### config.mk
export PLATFORM = sky130hd
export DESIGN_NAME = fb_write_ctrl
export DESIGN_NICKNAME = d
export VERILOG_FILES = /design/src/rtl/fb_pkg.sv /design/src/rtl/fb_addr_calc.sv /design/src/rtl/fb_write_ctrl.sv
export SDC_FILE = /design/constraint.sdc
export NUM_CORES = 1
export LEC_CHECK = 0
export BUFFER_PORTS_ARGS = -buffer_cell sky130_fd_sc_hd__buf_2
export CORE_ASPECT_RATIO = 0.7
export CORE_MARGIN = 3
export CORE_UTILIZATION = 60
export CTS_BUF_LIST = sky130_fd_sc_hd__clkbuf_8
export DETAILED_ROUTE_END_ITERATION = 8
export GPL_ROUTABILITY_DRIVEN = 0
export HOLD_SLACK_MARGIN = 0.15
export MAX_ROUTING_LAYER = met4
export PLACE_DENSITY = 0.92
export SETUP_SLACK_MARGIN = 0.5
export SYNTH_ARGS = -nofsm -noshare
export SYNTH_HDL_FRONTEND = slang
export SYNTH_SLANG_ARGS = --single-unit
export TNS_END_PERCENT = 1
### constraint.sdc
create_clock -name clk -period 3.05 [get_ports clk]
set_clock_uncertainty 0.2 [all_clocks]
set_input_delay 0.305 -clock clk [delete_from_list [all_inputs] [get_ports clk]]
set_output_delay 0.305 -clock clk [all_outputs]
set_load 0.01 [all_outputs]
### src/rtl/fb_pkg.sv
// Shared constants and state encoding for the frame-buffer write-port controller.
package fb_pkg;
  localparam int unsigned H_RES = 160;
  localparam int unsigned V_RES = 120;
  localparam int unsigned NPIX  = H_RES * V_RES;
  localparam int unsigned AW    = 15;
  localparam int unsigned DW    = 12;
  localparam int unsigned CW    = 8;

  typedef enum logic [1:0] {
    IDLE   = 2'd0,
    FILL   = 2'd1,
    FINISH = 2'd2
  } state_e;
endpackage

### src/rtl/fb_addr_calc.sv
// Maps (x, y) to a linear frame-buffer address, y*160 + x, and flags in-frame coordinates.
module fb_addr_calc
  import fb_pkg::*;
(
  input  logic [CW-1:0] x_i,
  input  logic [CW-1:0] y_i,
  output logic [AW-1:0] addr_o,
  output logic          in_range_o
);

  // The multiply by 160 is written as two shifts.
  assign addr_o     = (AW'(y_i) << 7) + (AW'(y_i) << 5) + AW'(x_i);
  assign in_range_o = (32'(x_i) < H_RES) && (32'(y_i) < V_RES);

endmodule

### src/rtl/fb_write_ctrl.sv
// Shares the frame-buffer write port between a pixel requester and a full-frame fill engine.
module fb_write_ctrl
  import fb_pkg::*;
(
  input  logic          clk,
  input  logic          reset,
  input  logic          px_valid,
  output logic          px_ready,
  input  logic [CW-1:0] px_x,
  input  logic [CW-1:0] px_y,
  input  logic [DW-1:0] px_color,
  input  logic          clr_start,
  input  logic [DW-1:0] clr_color,
  output logic          busy,
  output logic          done,
  output logic [CW-1:0] drop_cnt,
  output logic [AW-1:0] wr_addr,
  output logic [DW-1:0] wr_data,
  output logic          wr_en
);

  state_e        state_q, state_d;
  logic [AW-1:0] cnt_q, cnt_d;
  logic [DW-1:0] color_q, color_d;
  logic [CW-1:0] drop_q, drop_d;
  logic          wr_en_q, wr_en_d;
  logic [AW-1:0] wr_addr_q, wr_addr_d;
  logic [DW-1:0] wr_data_q, wr_data_d;

  logic [AW-1:0] px_addr;
  logic          px_in_range;
  logic          px_accept;

  fb_addr_calc u_addr_calc (
    .x_i        (px_x),
    .y_i        (px_y),
    .addr_o     (px_addr),
    .in_range_o (px_in_range)
  );

  // A fill request takes priority over a pixel offered in the same cycle.
  assign px_ready  = (state_q == IDLE) && !clr_start;
  assign px_accept = px_valid && px_ready;

  assign busy     = (state_q == FILL) || (state_q == FINISH);
  assign done     = (state_q == FINISH);
  assign drop_cnt = drop_q;
  assign wr_en    = wr_en_q;
  assign wr_addr  = wr_addr_q;
  assign wr_data  = wr_data_q;

  // Next-state and write-side register inputs.
  always_comb begin
    state_d   = state_q;
    cnt_d     = cnt_q;
    color_d   = color_q;
    drop_d    = drop_q;
    wr_en_d   = 1'b0;
    wr_addr_d = wr_addr_q;
    wr_data_d = wr_data_q;

    case (state_q)
      IDLE: begin
        if (clr_start) begin
          state_d = FILL;
          cnt_d   = '0;
          color_d = clr_color;
        end else if (px_accept) begin
          if (px_in_range) begin
            wr_en_d   = 1'b1;
            wr_addr_d = px_addr;
            wr_data_d = px_color;
          end else if (drop_q != '1) begin
            drop_d = drop_q + CW'(1);
          end
        end
      end
      FILL: begin
        // The counter runs one past the last address so FINISH follows the final write's cycle.
        if (cnt_q == AW'(NPIX)) begin
          state_d = FINISH;
        end else begin
          wr_en_d   = 1'b1;
          wr_addr_d = cnt_q;
          wr_data_d = color_q;
          cnt_d     = cnt_q + AW'(1);
        end
      end
      FINISH: begin
        state_d = IDLE;
      end
      default: begin
        state_d = IDLE;
      end
    endcase
  end

  always_ff @(posedge clk or posedge reset) begin
    if (reset) begin
      state_q   <= IDLE;
      cnt_q     <= '0;
      color_q   <= '0;
      drop_q    <= '0;
      wr_en_q   <= 1'b0;
      wr_addr_q <= '0;
      wr_data_q <= '0;
    end else begin
      state_q   <= state_d;
      cnt_q     <= cnt_d;
      color_q   <= color_d;
      drop_q    <= drop_d;
      wr_en_q   <= wr_en_d;
      wr_addr_q <= wr_addr_d;
      wr_data_q <= wr_data_d;
    end
  end

endmodule

==> key figures, run 1 <==
Route
  • Violation count after the first detailed-route iteration: between 500 and 600
  • Routed wl met3: 1410 µm
  • Max layer used: met4
  • Detailed Routing Iterations Pass 1: 6
  • Drt wl/cell: 22.6 µm
  • Met1 wire length: around 4200 µm
  • DRC: 0
  • Met2 routed WL: 5800 µm
  • Antenna-violating nets left: 0
  • Total wire length: around 12000 µm
  • Vias: between 3000 and 4000
  • Via density: 6.57

Floorplanning
  • Die width: ~98 µm
  • Vert. Die Dim: between 70 and 80 µm
  • Core Region: 5480 µm²
  • I/O pin count: 83
  • # rows: 22
  • Initial core utilization: 0.648
  • Die area: about 7000 µm²

STA
  • Hold WS: about 0.18 ns
  • Fin crit share: 0.857
  • Slew Viols, Final: 0
  • Period minus WS final: around 2.6 ns
  • Slew Limit Headroom: 0.573
  • Setup_tns: 0 ns
  • Worst Tran Pin Value: 0.633 ns
  • Peak Freq: roughly 0.38 GHz
  • RSZ-0062 raised after global routing: yes
  • Final Hold Viols: 0
  • Setup violators final: 0

Global route
  • Grt total ovfl: 0
  • Initial antenna violation count: 0
  • First-pass GRT wire length: 19900 µm
  • Vias in the first global route: roughly 3700
  • Total track usage: 0.384
  • Largest net degree at the start of global routing: 31

Layout
  • Fill count: ~250
  • Post-layout net count: approximately 530
  • Fin cells: approximately 540
  • Antenna diodes: 0
  • Layout cells sized above 1: 0.270
  • Area growth from synthesis to layout: 29.2%

Critical path
  • Crit Path Class: in2reg
  • Worst setup SP type: primary input
  • Critical path buffer and inverter count: 3
  • Most used cell, CP: inv_1
  • Critical Path Max Stage Delay: ~0.56 ns
  • R2R cell count: 8
  • Arrival time at the worst endpoint: about 2.7 ns
  • FF-to-FF Start: cnt_q[1]
  • Required time worst endpoint: approximately 3.1 ns
  • CP max stage cell: or4_1
  • Crit end category: flip-flop
  • R2R Path End: wr_addr[11]
  • Delay-heaviest family, CP: simple AND/OR/NAND/NOR gates
  • Register-to-register setup slack: between 0.5 and 0.6 ns
  • Crit-path cells: buf_2 > inv_1 > fa_1 > inv_1 > ha_1 > a21o_1 > and4_1 > nor3_1 > or4_1 > a31oi_2
  • Crit path max fanout: 3

Clocking
  • Total CTS buffers: 9
  • CTS tree: yes
  • CTS max path bufs: 2
  • Clock Sinks: between 60 and 70
  • Post-CTS Setup Bufs: 0
  • Clock latency on the worst-skew pair: approximately 0.36 ns
  • CTS Root Cell: clkbuf_8
  • H-tree levels: 3
  • Clock-pin transition on the worst setup and hold timing paths: 0.08 ns

Yosys
  • Most frequent cell after synthesis: dfrtp_1
  • Syn Std Cell Area: approximately 3500 µm²
  • Commonest cells in the synthesized netlist: 65 x dfrtp_1, 38 x nor2_1, 31 x a21oi_1
  • Leading area contributor after synthesis: dfrtp_1
  • Ranking of synthesized cells by area: dfrtp_1 46%, ha_1 7.8%, mux2i_1 6.2%
  • Synth warn: 0
  • Gate Count Post-Synth: 347
  • Syn_area_per_cell: approximately 10 µm²
  • Synth Register Bits: 65
  • Syn Nets: roughly 420
  • Cell variety after synth: 44
  • Synth async-reset ratio: 1.00
  • Seq/Total Area, Yosys: 0.458
  • Main synth FF type: dfrtp_1
  • Post-synth top area share: 0.458
  • Post-synth EDFFs: 0

Min path
  • Hold endpoint: wr_en
  • Hold Path Origin: px_valid
  • Worst hold path depth: 4
  • Hold Path Class: in2reg

Outcome
  • Outcome: completed

Power and ir drop
  • Power Density: 892 nW/µm²
  • Pleak: roughly 2.2 nW
  • Max VDD drop: ~0.52 mV

Place
  • Final HPWL DP: 6230 µm
  • Cells after DPL: between 400 and 500
  • Port buffer count: 82

Run
  • Max-Cap Viols: 0
## per-stage QoR
| step | setup WS (ns) | area (µm²) | util | power, mW |
|---|---|---|---|---|
| 2_1_floorplan | 0.522 | 3550 | - | 2.52 |
| 3_3_place_gp | 0.242 | 4050 | 0.738 | 2.95 |
| 3_5_place_dp | 0.177 | 4050 | 0.738 | 3.05 |
| 6_report | 0.438 | 4590 | 0.837 | 4.09 |
| 4_1_cts | 0.544 | 4570 | 0.834 | 3.85 |
| 5_1_grt | 0.384 | 4590 | 0.837 | 4.29 |
## layer usage
metal | track usage | vias to the layer above
met4 | 0.195 | 0
met2 | 0.609 | 328
met1 | 0.438 | 1668
li1 | - | 1466
met3 | 0.124 | 108
met5 | - | -
## state kept, by name, indices dropped and copies added (netlist names)
signal    cells
wr_data      12
wr_en         1
drop_cnt      8
cnt_q        15
state_q       2
wr_addr      15
color_q      12
## worst min-delay path: stages
cell and delay, ns:
buf_2 0.09, nor2b_1 0.14, nand2_1 0.09, o22ai_1 0.07
## logic make-up (layout without fill, tap and decap cells)
| family | after synthesis | in the layout | synth area share |
|---|---|---|---|
| simple gates | 105 | 105 | 0.147 |
| compound gates | 65 | 65 | 0.109 |
| flops | 65 | 65 | 0.458 |
| mux | 37 | 37 | 0.110 |
| buf+inv | 30 | 154 | 0.0349 |
| fa+ha+maj | 24 | 24 | 0.0888 |
| xor+xnor | 21 | 21 | 0.0518 |
## power by group
group          total [mW]  internal, mW  switching [mW]
sequential           1.47          1.20           0.275
clock               0.769         0.402           0.367
combinational        1.85         0.744            1.11
## cell usage in the layout (no fill, tap or decap), types with 3 or more instances in the layout
cell type      count
a21o_1             3
a21oi_1           31
a31oi_1            5
and3_1             3
and4_1             4
buf_2             82
buf_4              7
clkbuf_8          10
dfrtp_1           65
dlygate4sd3_1     32
ha_1              21
inv_1             16
mux2_2            15
mux2i_1           22
nand2_1           22
nand3_1            6
nand4_1            9
nor2_1            38
nor3_1             7
nor4b_1            3
o21ai_0           13
or3_1              4
xnor2_1           17
xor2_1             4
## layout make-up
class	instances	area [µm²]	area share
Clock buffer	10	138	0.0300
Clock inverter	6	66.3	0.0145
Inverter	17	63.8	0.0139
Multi-Input combinational cell	252	1820	0.396
Sequential cell	65	1630	0.355
Tap cell	72	90.1	0.0196
Timing Repair Buffer	121	783	0.171
## worst max-delay path by stage
stage / start / endpoint / slack [ns] / depth (start not counted)
3_3_place_gp: px_x[7] / wr_addr[14] / 0.24 / 10
5_1_grt: px_y[0] / wr_addr[13] / 0.38 / 10
6_report: px_x[7] / wr_addr[13] / 0.44 / 10
2_1_floorplan: px_x[7] / wr_addr[14] / 0.52 / 9
3_5_place_dp: px_x[7] / wr_addr[14] / 0.18 / 10
4_1_cts: px_x[7] / wr_addr[14] / 0.54 / 10
## repair_timing
| item | in CTS | in global routing |
|---|---|---|
| setup endpoints to repair | 0 | 12 |
| hold endpoints to repair | 53 | 0 |
| gates resized for setup | 0 | 2 |
| hold buffers | 32 | 0 |
No activity file was read; power rests on OpenSTA's default activity.
==> run 2, diff against run 1 <==
--- a/config.mk
+++ b/config.mk
@@ -14,8 +14,9 @@
 export GPL_ROUTABILITY_DRIVEN = 0
 export HOLD_SLACK_MARGIN = 0.15
 export MAX_ROUTING_LAYER = met4
-export PLACE_DENSITY = 0.92
+export PLACE_DENSITY = 0.93
 export SETUP_SLACK_MARGIN = 0.5
+export SLEW_MARGIN = 0
 export SYNTH_ARGS = -nofsm -noshare
 export SYNTH_HDL_FRONTEND = slang
 export SYNTH_SLANG_ARGS = --single-unit
==> key figures, run 2 (synthesis results as in run 1) <==
Route
  • Total wire length: around 12000 µm
  • Antenna-violating nets left: 0
  • DRC: 0
  • Detailed Routing Iterations Pass 1: 5
  • Violation count after the first detailed-route iteration: 510
  • Drt wl/cell: ~22 µm
  • Vias: around 3600
  • Via density: about 6.6

Layout
  • Most frequent cells in the layout: 82 x buf_2, 65 x dfrtp_1, 38 x nor2_1
  • Final Util: 0.831
  • Post-layout net count: ~530
  • Commonest non-fill, non-tap cell in the layout: buf_2
  • Area growth from synthesis to layout: 28.3%
  • Layout cells sized above 1: 0.268
  • Fin cells: approximately 540
  • Post-route design area: roughly 4600 µm²

STA
  • Slew Limit Headroom: 0.543
  • Final Hold Viols: 0
  • Setup WS post-layout: between 0.4 and 0.5 ns
  • Hold WS: just over 0.2 ns
  • Fin crit share: 0.847
  • Slew Viols, Final: 0
  • Setup_tns: 0 ns
  • RSZ-0062 raised after global routing: yes
  • Setup violators final: 0
  • Period minus WS final: 2.58 ns
  • Peak Freq: around 0.39 GHz
  • Worst Tran Pin Value: about 0.7 ns

Global route
  • Largest net degree at the start of global routing: 31
  • Initial antenna violation count: 1
  • First-pass GRT wire length: roughly 19000 µm
  • Vias in the first global route: between 3000 and 4000
  • Grt total ovfl: 0
  • Total track usage: 0.377

Critical path
  • Crit path max fanout: 2
  • Crit end category: flip-flop
  • Required time worst endpoint: 3.07 ns
  • Crit Path Class: in2reg
  • Arrival time at the worst endpoint: roughly 2.6 ns
  • Worst setup SP type: primary input

Floorplanning
  • Die width: between 90 and 100 µm
  • Vert. Die Dim: 70.4 µm
  • Core Region: approximately 5500 µm²
  • I/O pin count: 83
  • # rows: 22
  • Initial core utilization: 0.648
  • Die area: between 6000 and 7000 µm²

Power and ir drop
  • Max VDD drop: ~0.44 mV
  • Power Density: between 800 and 900 nW/µm²
  • Design Power: 3.95 mW
  • Pleak: between 2 and 2.5 nW

Clocking
  • CTS max path bufs: 2
  • Post-CTS Setup Bufs: 0
  • H-tree levels: 3
  • CTS Root Cell: clkbuf_8
  • CTS tree: yes
  • Clock-pin transition on the worst setup and hold timing paths: about 0.080 ns
  • Clock latency on the worst-skew pair: 0.35 ns
  • Total CTS buffers: 9
  • Clock Sinks: 65

Place
  • Pre-CTS setup slack: ~0.14 ns
  • Port buffer count: 82
  • Dpl cell area: 4050 µm²
  • Final HPWL DP: 6580 µm
  • Cells after DPL: slightly below 500

Min path
  • Hold Path Class: in2reg

Run
  • Max-Cap Viols: 0

Outcome
  • Outcome: completed
==> run 2: changes by cell type in the layout (fill, tap and decap cells not counted), sizes merged <==
cell,previous run,this run
clkbuf,10,9
clkinvlp,0,2
diode,0,1
inv,18,19
bufinv,1,0
clkinv,4,3
==> run 2: where the power goes <==
part           switching [mW]  internal (mW)  total, mW
sequential              0.280           1.20       1.48
clock                   0.345          0.292      0.638
combinational            1.09          0.745       1.84
total                    1.72           2.24       3.95
==> run 2: worst max-delay path: stages <==
cell and delay, ns:
buf_2 0.10, inv_1 0.06, fa_1 0.56, inv_1 0.08, fa_1 0.43, a21o_1 0.23, a221oi_2 0.35, o21ai_0 0.19
xnor2_1 0.19, o21ai_1 0.10
==> run 2: path summary, 6_finish.rpt <==
kind | startpoint | endpoint | slack (ns) | cells past startpoint
setup / recovery | px_x[7] | wr_addr[14] | 0.47 | 10
min in group asynchronous | reset | state_q[1] | 0.31 | 3
max in group asynchronous | reset | color_q[2] | 1.61 | 4
setup reg to reg | cnt_q[1] | cnt_q[1] | 0.55 | 7
hold / removal | clr_start | state_q[1] | 0.20 | 3
hold reg to reg | drop_cnt[5] | drop_cnt[5] | 0.30 | 1
==> run 2: metal layers <==
| layer | up-vias | GRT usage | routed length [µm] |
|---|---|---|---|
| li1 | 1468 | - | - |
| met1 | 1701 | 0.450 | 4350 |
| met2 | 328 | 0.587 | 5610 |
| met3 | 107 | 0.103 | 1430 |
| met4 | 0 | 0.195 | 745 |
| met5 | - | - | 0 |
==> run 2: final cells by class <==
class	count	area, µm²
timing repair buffer	121	783
multi-input combinational	252	1820
sequential	65	1630
tap	72	90.1
fill	233	923
clock inverter	7	46.3
antenna	1	2.50
clock buffer	9	124
inverter	17	63.8
==> run 2: timing repair <==
action | CTS | global route
gates resized for setup | 0 | 2
hold buffers | 32 | 0
endpoints found under the setup margin | 0 | 31
endpoints found under the hold margin | 49 | 0
